==> config.mk <==
export PLATFORM = sky130hd
export DESIGN_NAME = rns_reverse_converter
export DESIGN_NICKNAME = d
export VERILOG_FILES = /design/src/rtl/rns_reverse_converter.sv
export SDC_FILE = /design/constraint.sdc
export NUM_CORES = 1
export LEC_CHECK = 0
export ABC_AREA = 0
export CORE_MARGIN = 2
export CORE_UTILIZATION = 58
export CTS_BUF_LIST = sky130_fd_sc_hd__clkbuf_8
export DETAILED_ROUTE_END_ITERATION = 10
export GPL_TIMING_DRIVEN = 0
export PLACE_DENSITY = 0.94
export SETUP_SLACK_MARGIN = 0.02
export SLEW_MARGIN = 20
export SYNTH_ARGS = -nofsm -noshare
export SYNTH_HDL_FRONTEND = slang
export SYNTH_SLANG_ARGS = --single-unit
==> constraint.sdc <==
create_clock -name clk -period 4.54 [get_ports clk]
set_input_delay 1.135 -clock clk [delete_from_list [all_inputs] [get_ports clk]]
set_output_delay 1.135 -clock clk [all_outputs]
set_load 0.03 [all_outputs]
==> src/rtl/rns_reverse_converter.sv <==
`default_nettype none
// ============================================================================
// rns_reverse_converter : {8,7,5} residue-to-binary converter, mixed-radix FSM
// Revision 1.0
// ============================================================================
module rns_reverse_converter #(
  parameter bit SIGNED_OUT = 1'b0
) (
  input  logic       clk,
  input  logic       rst,
  input  logic       in_valid,
  output logic       in_ready,
  input  logic [2:0] r8,
  input  logic [2:0] r7,
  input  logic [2:0] r5,
  output logic       out_valid,
  input  logic       out_ready,
  output logic [9:0] x,
  output logic       err
);

  typedef enum logic [2:0] {
    IDLE = 3'd0,
    A2   = 3'd1,
    A3A  = 3'd2,
    A3B  = 3'd3,
    SUM  = 3'd4,
    DONE = 3'd5
  } state_t;

  state_t     state;
  logic [2:0] cap8, cap7, cap5;
  logic       cap_err;
  logic [2:0] a2, t, a3;

  // (a - b) mod m for a, b < m: two's-complement difference, add m back on borrow
  function automatic logic [2:0] sub_mod(input logic [2:0] a, input logic [2:0] b,
                                         input logic [2:0] m);
    logic [3:0] d;
    d = {1'b0, a} + {1'b1, ~b} + 4'd1;
    if (d[3]) d = d + {1'b0, m};
    return d[2:0];
  endfunction

  function automatic logic [2:0] mul2_mod5(input logic [2:0] v);
    case (v)
      3'd1:    return 3'd2;
      3'd2:    return 3'd4;
      3'd3:    return 3'd1;
      3'd4:    return 3'd3;
      default: return 3'd0;
    endcase
  endfunction

  function automatic logic [2:0] mul3_mod5(input logic [2:0] v);
    case (v)
      3'd1:    return 3'd3;
      3'd2:    return 3'd1;
      3'd3:    return 3'd4;
      3'd4:    return 3'd2;
      default: return 3'd0;
    endcase
  endfunction

  logic [2:0] a1_m7, a1_m5, a2_m5;
  logic [5:0] hi;
  logic [8:0] x_bin;
  logic [9:0] x_mapped;

  assign a1_m7 = (cap8 == 3'd7) ? 3'd0 : cap8;
  assign a1_m5 = (cap8 >= 3'd5) ? cap8 - 3'd5 : cap8;
  assign a2_m5 = (a2 >= 3'd5) ? a2 - 3'd5 : a2;

  // X = a1 + 8*(a2 + 7*a3); 7*a3 formed as (a3 << 3) - a3
  assign hi    = {3'b000, a2} + {a3, 3'b000} - {3'b000, a3};
  assign x_bin = {hi, cap8};

  generate
    if (SIGNED_OUT) begin : g_signed
      assign x_mapped = (x_bin >= 9'd140) ? ({1'b0, x_bin} + 10'd744) : {1'b0, x_bin};
    end else begin : g_unsigned
      assign x_mapped = {1'b0, x_bin};
    end
  endgenerate

  assign in_ready = (state == IDLE) && !rst;

  always_ff @(posedge clk) begin
    if (rst) begin
      state     <= IDLE;
      out_valid <= 1'b0;
      x         <= 10'd0;
      err       <= 1'b0;
      cap8      <= 3'd0;
      cap7      <= 3'd0;
      cap5      <= 3'd0;
      cap_err   <= 1'b0;
      a2        <= 3'd0;
      t         <= 3'd0;
      a3        <= 3'd0;
    end else begin
      case (state)
        IDLE: begin
          if (in_valid && in_ready) begin
            cap8    <= r8;
            cap7    <= r7;
            cap5    <= r5;
            cap_err <= (r7 == 3'd7) || (r5 >= 3'd5);
            state   <= A2;
          end
        end
        A2: begin
          a2    <= sub_mod(cap7, a1_m7, 3'd7);
          state <= A3A;
        end
        A3A: begin
          t     <= mul2_mod5(sub_mod(cap5, a1_m5, 3'd5));
          state <= A3B;
        end
        A3B: begin
          a3    <= mul3_mod5(sub_mod(t, a2_m5, 3'd5));
          state <= SUM;
        end
        SUM: begin
          x         <= cap_err ? 10'd0 : x_mapped;
          err       <= cap_err;
          out_valid <= 1'b1;
          state     <= DONE;
        end
        DONE: begin
          if (out_ready) begin
            out_valid <= 1'b0;
            state     <= IDLE;
          end
        end
        default: state <= IDLE;
      endcase
    end
  end

endmodule
`default_nettype wire
# --- After elaboration in Yosys (flattened, before gate mapping) ---
# Cells that the tools add are included.
op_classes:
  mux: 18
  n_lt_le_gt_ge: 3
  add_sub_neg: 13
  n_eq_ne: 17
  n_reduce_logical: 9
  bitwise: 3
ops:
  columns: ["operator", "count"]
  rows:
  - ["$mux 3", 12]
  - ["$pmux 3 s4", 2]
  - ["$eq 3x2->1 const B", 6]
  - ["$eq 3x3->1 const B", 6]
  - ["$pmux 3 s6", 1]
  - ["$add 3x4->4", 3]
  - ["$add 4x1->4 const B", 3]
  - ["$add 3x3->3 const B", 3]
  - ["$eq 3x1->1 const B", 3]
  - ["$ge 3x3->1 const B", 3]
  - ["$mux 9", 1]
  - ["$not 3->3", 3]
  - ["$add 3x6->6", 1]
  - ["$reduce_and 2->1", 3]
  - ["$sub 3x3->3 const B", 2]
  - ["$sub 6x3->6", 1]
  - ["$logic_not 3->1", 1]
  - ["$logic_and 1x1->1", 2]
  - ["$ne 2x1->1 const B", 1]
  - ["$ne 2x2->1 const B", 1]
  - ["$pmux 1 s2", 1]
  - ["$reduce_bool 2->1", 1]
  - ["$logic_not 1->1", 1]
  - ["$logic_or 1x1->1", 1]
  - ["$mux 1", 1]
totals:
  regBits: 34
  output_inout_bits: 13

# --- Logic depth before layout (Yosys ltp) ---
logic_depth:
  ltp_word: 11
  ltp_mapped: 13
  mapped_depth_nobuf: 13

# --- Least setup slack after synthesis ---
# No wires, ideal clock.
synth_path:
  kind: "input to output"
  from: "input rst"
  to: "output in_ready"
  arrival_time_ns: 2.145
  cell_stages: 1
  n_path_buf: 0
  path_slack_ns: 1.260
  t_required_ns: 3.405
  cell_sequence: "nor4_1"
synth_via:
  elab_chain_cells: 2
synth_lines:
  columns: ["item", "line_no", "text"]
  rows:
  - ["start: declaration", "10", "input logic rst,"]
  - ["$logic_not 1->1", "86", "assign in_ready = (state == IDLE) && !rst;"]
  - ["$logic_and 1x1->1", "86", null]
  - ["end: declaration", "12", "output logic in_ready,"]
# No other way between the ends.

# --- Final worst setup path ---
# Same ends and word-level chain as after synthesis.

==> run metrics <==
CTS resizes=0; number of synthesized flops with an enable pin=0; min cycle time layout=around 3.9 ns; TritonCTS Buffers=5; ANT nets after route=0; commonest non-fill, non-tap cell in the layout=dfxtp_1; P_leak=1.03 nW; layout cells sized above 1=a little under a tenth; sequential area share after synthesis=between 30 and 40%; P&R area growth vs syn=17.5%; Final TNS setup=0 ns; DR iter-0 viols=between 100 and 150; register bit total from synthesis=33; post-CTS setup buffer count=0; H-tree Lvls=2; met2 usage=a little over two fifths; grt total ovfl=0; TritonCTS clock tree=yes; Post-DP Area=between 2000 and 2500 um^2; fin nets=between 300 and 400; Synth async-reset ratio=0%; syn_nets=291; clk_skew=slightly above 0.007 ns; Crit. End Element=output pin; Most used DFF post-synth=dfxtp_1; Hold-fix buffers, CTS=0; Die H=65.5 um; Max Clk Rate=approximately 260 MHz; syn avg cell area=about 8.6 um^2; synth unique cells=50; Hold Crit Class=reg2reg; Startpoint Class=primary input; first-pass GRT wire length=approximately 7600 um; Inserted Diodes=0; Root Buffer=clkbuf_8; RSZ-0062 raised after global routing=no; Worst-path clk slew=approximately 0.07 ns; Post-Syn Instances=254; final slew viol count=0; largest net degree at the start of global routing=11; Worst-Skew Late Latency=between 0.2 and 0.3 ns; Clock Tree Buf Depth=2; most frequent cells in the layout=33 x dfxtp_1, 29 x nand2_1, 24 x clkdlybuf4s50_1, 20 x inv_1, 20 x ha_1; Max VDD drop=just under 0.0003 V; antenna violations before repair=0; num rows=22; outcome=complete, no violations; IO Port Bufs=24; DP HPWL=between 3000 and 4000 um; vias in the first global route=1,832; Worst Tran Pin Value=roughly 0.50 ns; count of final setup violators=0; Layout fillers=~280; Routability Congestion=about 0.85; met1 Usage GRT=approximately a quarter; TritonRoute pass-1 iters=5; DIE AREA=4290 um^2; per-cell routed wire length=13.1 um; PwrDens=~390 nW/um^2; Final Cell Area=2570 um^2; total core area=roughly 3600 um^2; initial core utilization=between 60% and 70%; Top Usage Layer GRT=met2; Critical Path RT=roughly 3.4 ns; critical path arrival=roughly 2.8 ns; count of final hold-check violations=0; Final Util=a little under three quarters; vias=1,824; Post-Route WL=between 4000 and 5000 um; Num Clock Sinks=33; DRC viols=0; Yosys Warn Count=0; Synth Cell Area=~2200 um^2; I/O pin cnt=26; gr usage total=22.7%; Setup Crit Path Kind=in2out; GR Util met3=about 5.5%; Hold Path Stages=2; Die Width=approximately 65 um; Final Power=1.01 mW; period utilization=a little under nine tenths; Critical Path Fanout Max=3; maxcap violations=0; Max-Slew Margin vs Limit=between 60% and 70%; via density per instance=about 5.5; worst r2r path cells=13
-- critical path, stage by stage --
cell	delay [ns]
clkdlybuf4s50_1	0.46
nor4_1	0.41
clkdlybuf4s50_1	0.77
-- synth_stat cells, types with 2 or more instances --
library cell / instances / share of area [%]
buf_2: 3 / 0.68
inv_1: 19 / 3.3
mux2i_1: 3 / 1.4
nor3b_1: 5 / 1.7
and2_1: 4 / 1.1
nor2_1: 17 / 2.9
xnor2_1: 11 / 4.4
o41ai_1: 2 / 0.80
or3b_1: 2 / 0.80
fa_1: 4 / 3.7
clkbuf_1: 5 / 0.86
or2_1: 3 / 0.86
o21a_1: 4 / 1.4
o21bai_1: 2 / 0.68
o21ai_1: 4 / 0.91
nand2_1: 29 / 5.0
or3_1: 2 / 0.57
a21oi_1: 15 / 3.4
nand3b_1: 9 / 3.1
dfxtp_1: 33 / 30
ha_1: 20 / 11
buf_6: 3 / 1.5
nor3_1: 8 / 1.8
a311oi_1: 2 / 0.80
nand2b_1: 3 / 0.86
nor2b_1: 3 / 0.86
nand3_1: 3 / 0.68
inv_2: 2 / 0.34
o41ai_2: 2 / 1.5
o21ai_0: 6 / 1.4
buf_4: 2 / 0.68
o31ai_1: 6 / 2.1
-- flip-flops by register name (all words and copies together), names as in the netlist --
| register | cells |
|---|---|
| out_valid | 1 |
| cap7 | 3 |
| x | 9 |
| cap_err | 1 |
| err | 1 |
| a3 | 3 |
| a2 | 3 |
| t | 3 |
| state | 3 |
| cap8 | 3 |
| cap5 | 3 |
-- stage by stage --
stage,cells,hold slack (ns),worst slack (ns)
2_1_floorplan,254,0.432,1.26
3_3_place_gp,326,0.439,0.635
3_5_place_dp,326,0.444,0.620
4_1_cts,334,0.454,0.617
5_1_grt,334,0.472,0.522
6_report,334,0.453,0.630
-- final timing paths --
path                      startpoint            endpoint  slack [ns]
hold / removal     x[6]$_SDFFE_PP0P_   x[6]$_SDFFE_PP0P_        0.45
setup reg to reg  a2[1]$_SDFFE_PP0P_  a3[1]$_SDFFE_PP0N_        1.08
setup / recovery                 rst            in_ready        0.63
hold reg to reg    x[6]$_SDFFE_PP0P_   x[6]$_SDFFE_PP0P_        0.45
-- cell type report --
class / instances / area [um^2] / share of cell area (%)
Multi-Input combinational cell: 187 / 1370 / 53.2
Sequential cell: 33 / 661 / 25.7
Timing Repair Buffer: 24 / 240 / 9.33
Buffer: 13 / 82.6 / 3.21
Inverter: 21 / 78.8 / 3.06
Clock buffer: 5 / 68.8 / 2.67
Tap cell: 48 / 60.1 / 2.33
Clock inverter: 3 / 13.8 / 0.534
-- power breakdown --
part           internal (mW)  switching [mW]  leakage, nW
logic                  0.225           0.242        0.715
registers              0.313          0.0196        0.268
clock network          0.104           0.108       0.0491
-- cell families (layout without fill, tap and decap cells) --
group           Yosys count  after routing  synth area share (%)
other cells               1              1                 0.171
buf+inv                  34             66                  7.36
compound gates           49             49                  15.7
mux                       5              5                  2.57
flops                    33             33                  30.1
fa+ha+maj                24             24                  15.1
simple gates             95             95                  23.5
xor+xnor                 13             13                  5.54
-- routing by layer --
| layer | part of all wire (%) | wire [um] |
|---|---|---|
| met2 | 52 | 2280 |
| met5 | 0 | 0 |
| met3 | 4.1 | 179 |
| met4 | 2.5 | 108 |
| met1 | 41 | 1790 |
Power figures use the tool's default switching activity.
